<file path="src/rtl/motion_control_if.sv">
// motion_control_if -- groups the frame strobe, button levels, position
// feedback and motion outputs of the motion controller.
//   tick        : one-cycle frame strobe
//   btn_left    : held-level left request
//   btn_right   : held-level right request
//   btn_jump    : jump button level
//   Coordinate  : current position {x[31:16], y[15:0]}
//   Move_arrow  : {up, down, left, right}, valid the cycle after a tick
//   Move_speed  : {vertical[31:16], horizontal[15:0]}, same timing
//   State       : 0 = GROUND, 1 = RISING, 2 = FALLING
// The slave modport is the controller; the master modport is whoever drives it.
interface motion_control_if;
    logic        tick;
    logic        btn_left;
    logic        btn_right;
    logic        btn_jump;
    logic [31:0] Coordinate;
    logic [3:0]  Move_arrow;
    logic [31:0] Move_speed;
    logic [1:0]  State;

    modport slave (
        input  tick, btn_left, btn_right, btn_jump, Coordinate,
        output Move_arrow, Move_speed, State
    );

    modport master (
        output tick, btn_left, btn_right, btn_jump, Coordinate,
        input  Move_arrow, Move_speed, State
    );
endinterface

</file>
<file path="src/rtl/motion_control.sv">
// motion_control -- per-frame walk / jump / gravity controller.
// Ports:
//   clk : clock
//   rst : synchronous active-high reset
//   bus : motion_control_if.slave (tick, buttons, Coordinate in;
//         Move_arrow, Move_speed, State out)
// All inputs are evaluated in the tick cycle; the motion outputs are
// registered, so they are nonzero only in the cycle after a tick and are
// applied by the downstream coordinate stage in that cycle.
module motion_control #(
    parameter logic [15:0] GROUND_Y = 16'd400,
    parameter logic [15:0] X_MIN    = 16'd16,
    parameter logic [15:0] X_MAX    = 16'd624,
    parameter logic [15:0] WALK     = 16'd4,
    parameter logic [15:0] JUMP_V0  = 16'd12,
    parameter logic [15:0] GRAVITY  = 16'd1,
    parameter logic [15:0] MAX_FALL = 16'd12
) (
    input  logic             clk,
    input  logic             rst,
    motion_control_if.slave  bus
);

    typedef enum logic [1:0] {
        ST_GROUND  = 2'd0,
        ST_RISING  = 2'd1,
        ST_FALLING = 2'd2,
        ST_BAD     = 2'd3
    } state_e;

    state_e      state_q, state_d;
    logic [15:0] vy_q, vy_d;
    logic        jump_pending_q, jump_pending_d;
    logic        jump_prev_q;
    logic [3:0]  arrow_q, arrow_d;
    logic [31:0] speed_q, speed_d;

    logic [15:0] x_s, y_s;
    logic        jump_edge_s, jump_req_s;
    logic [15:0] left_room_s, right_room_s;
    logic [15:0] walk_left_s, walk_right_s;
    logic [16:0] vy_sum_s;
    logic [15:0] vn_s, drop_s, rise_s;

    function automatic logic [15:0] min16(input logic [15:0] a, input logic [15:0] b);
        min16 = (a < b) ? a : b;
    endfunction

    assign x_s = bus.Coordinate[31:16];
    assign y_s = bus.Coordinate[15:0];

    // An edge arriving in the tick cycle itself still counts for that tick.
    assign jump_edge_s = bus.btn_jump & ~jump_prev_q;
    assign jump_req_s  = jump_pending_q | jump_edge_s;

    // Distance to each wall, saturating at zero if already past it.
    assign left_room_s  = (x_s > X_MIN) ? (x_s - X_MIN) : 16'd0;
    assign right_room_s = (X_MAX > x_s) ? (X_MAX - x_s) : 16'd0;
    assign walk_left_s  = min16(WALK, left_room_s);
    assign walk_right_s = min16(WALK, right_room_s);

    // Next fall speed, computed one bit wider so the cap is applied before truncation.
    assign vy_sum_s = {1'b0, vy_q} + {1'b0, GRAVITY};
    assign vn_s     = (vy_sum_s > {1'b0, MAX_FALL}) ? MAX_FALL : vy_sum_s[15:0];
    assign drop_s   = GROUND_Y - y_s;
    assign rise_s   = min16(vy_q, y_s);

    // Next-state, vertical speed, jump latch and motion outputs for this cycle.
    always_comb begin
        state_d        = state_q;
        vy_d           = vy_q;
        arrow_d        = 4'b0000;
        speed_d        = 32'd0;
        jump_pending_d = jump_pending_q | jump_edge_s;

        if (bus.tick) begin
            // The latch is consumed by every tick, whether a jump happens or not.
            jump_pending_d = 1'b0;

            if (bus.btn_left && !bus.btn_right) begin
                speed_d[15:0] = walk_left_s;
                arrow_d[1]    = (walk_left_s != 16'd0);
            end else if (bus.btn_right && !bus.btn_left) begin
                speed_d[15:0] = walk_right_s;
                arrow_d[0]    = (walk_right_s != 16'd0);
            end else begin
                speed_d[15:0] = 16'd0;
            end

            case (state_q)
                ST_GROUND: begin
                    if (y_s < GROUND_Y) begin
                        state_d = ST_FALLING;
                        vy_d    = 16'd0;
                    end else if (jump_req_s) begin
                        state_d        = ST_RISING;
                        arrow_d[3]     = 1'b1;
                        speed_d[31:16] = JUMP_V0;
                        vy_d           = JUMP_V0 - GRAVITY;
                    end else begin
                        vy_d = vy_q;
                    end
                end
                ST_RISING: begin
                    arrow_d[3]     = 1'b1;
                    speed_d[31:16] = rise_s;
                    // vy >= y means this step reaches the ceiling at y = 0.
                    if ((vy_q <= GRAVITY) || (vy_q >= y_s)) begin
                        state_d = ST_FALLING;
                        vy_d    = 16'd0;
                    end else begin
                        vy_d = vy_q - GRAVITY;
                    end
                end
                ST_FALLING: begin
                    if (y_s >= GROUND_Y) begin
                        state_d = ST_GROUND;
                        vy_d    = 16'd0;
                    end else if (vn_s >= drop_s) begin
                        arrow_d[2]     = 1'b1;
                        speed_d[31:16] = drop_s;
                        state_d        = ST_GROUND;
                        vy_d           = 16'd0;
                    end else begin
                        arrow_d[2]     = 1'b1;
                        speed_d[31:16] = vn_s;
                        vy_d           = vn_s;
                    end
                end
                default: begin
                    state_d = ST_FALLING;
                    vy_d    = 16'd0;
                end
            endcase
        end else begin
            state_d = state_q;
        end
    end

    // State, speed, jump history and registered motion outputs.
    always_ff @(posedge clk) begin
        if (rst) begin
            state_q        <= ST_GROUND;
            vy_q           <= 16'd0;
            jump_pending_q <= 1'b0;
            jump_prev_q    <= 1'b0;
            arrow_q        <= 4'b0000;
            speed_q        <= 32'd0;
        end else begin
            state_q        <= state_d;
            vy_q           <= vy_d;
            jump_pending_q <= jump_pending_d;
            jump_prev_q    <= bus.btn_jump;
            arrow_q        <= arrow_d;
            speed_q        <= speed_d;
        end
    end

    assign bus.Move_arrow = arrow_q;
    assign bus.Move_speed = speed_q;
    assign bus.State      = state_q;

endmodule

</file>
<file path="src/flat_wrapper.sv">
// flat-port wrapper written by rule: the top's interface ports become plain ports
module motion_control_flat 
#(
    parameter logic [15:0] GROUND_Y = 16'd400,
    parameter logic [15:0] X_MIN    = 16'd16,
    parameter logic [15:0] X_MAX    = 16'd624,
    parameter logic [15:0] WALK     = 16'd4,
    parameter logic [15:0] JUMP_V0  = 16'd12,
    parameter logic [15:0] GRAVITY  = 16'd1,
    parameter logic [15:0] MAX_FALL = 16'd12
)
  (clk, rst, bus_tick, bus_btn_left, bus_btn_right, bus_btn_jump, bus_Coordinate, bus_Move_arrow, bus_Move_speed, bus_State);
  motion_control_if bus_i ();
  input  logic clk;
  input  logic rst;
  input wire logic [$bits(bus_i.tick)-1:0] bus_tick;
  input wire logic [$bits(bus_i.btn_left)-1:0] bus_btn_left;
  input wire logic [$bits(bus_i.btn_right)-1:0] bus_btn_right;
  input wire logic [$bits(bus_i.btn_jump)-1:0] bus_btn_jump;
  input wire logic [$bits(bus_i.Coordinate)-1:0] bus_Coordinate;
  output wire logic [$bits(bus_i.Move_arrow)-1:0] bus_Move_arrow;
  output wire logic [$bits(bus_i.Move_speed)-1:0] bus_Move_speed;
  output wire logic [$bits(bus_i.State)-1:0] bus_State;
  assign bus_i.tick = bus_tick;
  assign bus_i.btn_left = bus_btn_left;
  assign bus_i.btn_right = bus_btn_right;
  assign bus_i.btn_jump = bus_btn_jump;
  assign bus_i.Coordinate = bus_Coordinate;
  assign bus_Move_arrow = bus_i.Move_arrow;
  assign bus_Move_speed = bus_i.Move_speed;
  assign bus_State = bus_i.State;
  motion_control #(.GROUND_Y(GROUND_Y), .X_MIN(X_MIN), .X_MAX(X_MAX), .WALK(WALK), .JUMP_V0(JUMP_V0), .GRAVITY(GRAVITY), .MAX_FALL(MAX_FALL)) u_core (.clk(clk), .rst(rst), .bus(bus_i));
endmodule
</file>
<file path="config.mk">
export PLATFORM = sky130hd
export DESIGN_NAME = motion_control_flat
export DESIGN_NICKNAME = d
export VERILOG_FILES = /design/src/rtl/motion_control_if.sv /design/src/rtl/motion_control.sv /design/src/flat_wrapper.sv
export SDC_FILE = /design/constraint.sdc
export NUM_CORES = 1
export LEC_CHECK = 0
export CAP_MARGIN = 20
export CORE_ASPECT_RATIO = 1.25
export CORE_UTILIZATION = 48
export CTS_BUF_LIST = sky130_fd_sc_hd__clkbuf_4 sky130_fd_sc_hd__clkbuf_8 sky130_fd_sc_hd__clkbuf_16
export DETAILED_ROUTE_END_ITERATION = 12
export PLACE_DENSITY_LB_ADDON = 0.08
export SLEW_MARGIN = 25
export SYNTH_ARGS = -nofsm -noshare
export SYNTH_HDL_FRONTEND = slang
export SYNTH_SLANG_ARGS = --single-unit
</file>
<file path="constraint.sdc">
create_clock -name clk -period 4.1 [get_ports clk]
set_input_delay 0.41 -clock clk [delete_from_list [all_inputs] [get_ports clk]]
set_output_delay 0.41 -clock clk [all_outputs]
set_load 0.01 [all_outputs]
</file>
==> impl_metrics.json, run 1 <==
{
  "syn_avg_cell_area_um2": 8.05,
  "ir_drop_uv": 238,
  "routed_via_density": 5.86,
  "nets": 706,
  "antenna_found_initial": 0,
  "rrSetupSlack_ns": 0.22,
  "slew_headroom_pct": 49.3,
  "hold_violations": 0,
  "drive_gt1_share_pct": 9.41,
  "setup_tns_ns": 0,
  "yosys.area_share.xor_xnor_pct": 3.81,
  "cap_viol_max_count": 0,
  "num_antenna_cells": 0,
  "grt_pass1_wl_mm": 18.4,
  "grt_usage_pct": 25.4,
  "max_freq_mhz": 258,
  "synthToLayoutAreaGrowth_pct": 30.2,
  "finalMaxSlewViolations": 0,
  "synth_commonest_cells": "dfxtp_1 (56), nand2_1 (43), nor2_1 (43)",
  "post-route-period-util_pct": 94.5,
  "instances_no_fill": 724,
  "p_per_area_nw_per_um2": 295,
  "critPathRequiredTime_ns": 4.35,
  "coreArea_um2": 8290,
  "synth_async_sr_flop_share_pct": 0,
  "critPathMostFrequentCell": "buf_4",
  "min_path_type": "flop to flop",
  "seq_area_frac_synth_pct": 27.1,
  "synth_top_family_by_area": "simple AND/OR/NAND/NOR gates",
  "critPathSlowestCell": "a221o_1",
  "grt_overflow": 0,
  "synth.cell_area_um2": 4140,
  "die-area_um2": 9000,
  "via_count": 4240,
  "clkTransAtPathRegs_ns": 0.10,
  "fillers": 741,
  "syn_inst": 514,
  "outcome": "complete, no violations",
  "critPathLaunchType": "flop",
  "post_drt_wl_per_cell_um": 15.8,
  "antenna_left": 0,
  "routed_wl_mm": 11.4,
  "port-buffer-count": 75,
  "grt_pass1_vias": 3933,
  "cts.sinks": 56,
  "ys_ff_latch": 56,
  "start_util_pct": 50.0,
  "yosys.cell_count.top_type": "dfxtp_1",
  "cts_tree": "yes",
  "die_w_um": 85.1,
  "critPathCaptureType": "flop",
  "dp_slack_ns": 0.00715,
  "synth_flop_cell": "dfxtp_1",
  "synth_area_leader_cell": "dfxtp_1",
  "synth.area.mux_share_pct": 3.26,
  "dieHeight_um": 106,
  "synthSimpleGateAreaFrac_pct": 24.8,
  "grt_max_degree": 18,
  "dpl.hpwl_mm": 9.05,
  "first_pass_iters": 4,
  "cts_inserted_buffers": 5,
  "htreeDepth": 2,
  "cts.path.max_buffers": 2,
  "synth_adder_area_share_pct": 12.7,
  "cts_root_buf": "clkbuf_8",
  "rows": 37,
  "insertion_delay_ns": 0.32,
  "yosysWarnings": 0,
  "gp_congestion": 0.896,
  "p_total_mw": 1.59,
  "drc": 0,
  "slowest_delay_ns": 0.39,
  "skew_ns": 0.0107,
  "synth_area_leaders": "dfxtp_1 (27%), ha_1 (13%), nand2_1 (3.9%)",
  "whs_ns": 0.562,
  "synth_top_area_share_pct": 27.1,
  "dp_cells": 715,
  "leakagePower_nw": 2.24,
  "synth_edf_count": 0,
  "setup_slack_ns": 0.224,
  "fin_crit_ns": 3.88,
  "crit_chain": "nand4_1, buf_4, nor4_1, o211ai_1, a22oi_1, and2_4, nand2_1, ha_1, a211o_1, a21oi_1, o21ai_0, a221o_1, a211oi_4, buf_4, a21bo_1, a31oi_1",
  "setup_violations": 0,
  "arrival_ns": 4.13,
  "crit_type": "flop to flop",
  "worstPathMaxFanout": 6,
  "drt_iter0_markers": 224,
  "num_io_pins": 76,
  "synth_cell_types": 78,
  "worst_slew_pin_slew_ns": 0.758,
  "synth-compound-area-share_pct": 22.3
}
-- cell usage in the layout (no fill, tap or decap), drive strengths merged, types with 3 or more instances in the layout --
cell,synthesis,routed
clkdlybuf4s50,0,75
dfxtp,56,56
nor2,45,45
nand2,43,43
ha,42,42
inv,35,35
a21oi,29,29
o21ai,27,27
buf,13,26
conb,1,25
nor3,22,22
nand3,19,19
xnor2,15,15
nand4,9,9
mux2i,9,9
nor4,9,9
a31oi,9,9
a22oi,8,8
o31ai,8,8
and3,7,7
nor2b,7,7
nand2b,7,7
or3,6,6
nand3b,6,6
a211oi,6,6
clkbuf,8,5
and2,5,5
mux2,4,4
o31a,4,4
o21a,3,3
xor2,3,3
a22o,3,3
bufinv,0,3
a31o,3,3
o2111ai,3,3
-- path summary, 6_finish.rpt --
path,depth (start not counted),start,endpoint
max reg2reg,16,u_core.vy_q[3]$_SDFFE_PP0P_,u_core.vy_q[3]$_SDFFE_PP0P_
min,2,u_core.jump_pending_q$_SDFF_PP0_,u_core.jump_pending_q$_SDFF_PP0_
max,16,u_core.vy_q[3]$_SDFFE_PP0P_,u_core.vy_q[3]$_SDFFE_PP0P_
min reg2reg,2,u_core.jump_pending_q$_SDFF_PP0_,u_core.jump_pending_q$_SDFF_PP0_
-- logic make-up (layout without fill, tap and decap cells) --
kind of cell,count (synthesis),in the layout
simple gates,197,197
compound gates,131,131
flops,56,56
buf+inv,56,145
fa+ha+maj,42,42
xor+xnor,18,18
mux,13,13
other cells,1,25
-- worst max-delay path, delay by kind of cell, from the launching register on --
| kind | cells | cell delay (ns) |
|---|---|---|
| AO/OA/AOI/OAI | 9 | 1.99 |
| AND/OR/NAND/NOR | 4 | 0.82 |
| buffers and inverters | 2 | 0.40 |
| flip-flops | 1 | 0.38 |
| adder cells (fa/ha/maj) | 1 | 0.21 |
-- through the flow --
step / cell area [µm²] / utilization (%)
after floorplan: 4230 / -
after global placement: 5180 / 62.5
after detailed placement: 5180 / 62.5
after CTS: 5340 / 64.5
after global routing: 5390 / 65.0
final: 5390 / 65.0
-- what timing repair did --
| action | CTS | global route |
|---|---|---|
| endpoints found under the setup margin | 0 | 8 |
| hold buffers | 0 | 0 |
| setup buffers | 0 | 0 |
| resized for setup | 0 | 7 |
-- layer usage --
metal | global-route usage [%] | vias up | part of all wire (%)
li1 | - | 2089 | -
met1 | 31.0 | 1979 | 42
met2 | 44.5 | 148 | 50
met3 | 4.15 | 24 | 5.8
met4 | 9.44 | 0 | 2.6
met5 | 0 | - | 0
-- cell type report --
type	instances	area, µm²	area share (%)
Sequential cell	56	1120	20.8
Timing Repair Buffer	102	957	17.8
Clock buffer	5	68.8	1.28
Tap cell	97	121	2.25
Multi-Input combinational cell	426	2900	53.8
Clock inverter	3	90.1	1.67
Inverter	35	131	2.44
-- registers in the layout (all words and copies together), names as in the netlist --
signal / cells
u_core.jump_pending_q: 1
u_core.bus.State: 2
u_core.bus.Move_speed: 32
u_core.vy_q: 16
u_core.jump_prev_q: 1
u_core.bus.Move_arrow: 4
-- power breakdown --
group          leakage [nW]  total [mW]  switching, mW  internal (mW)
combinational          1.70       0.522          0.300          0.222
clock                0.0784       0.486          0.181          0.305
sequential            0.458       0.582         0.0167          0.565
No activity file was read; power rests on OpenSTA's default activity.
==> run 2, diff against run 1 <==
- ABC_CLOCK_PERIOD_IN_PS: not set -> 4100
==> results of run 2 <==
The final DEF is identical to that of run 1; final timing and power are the same.
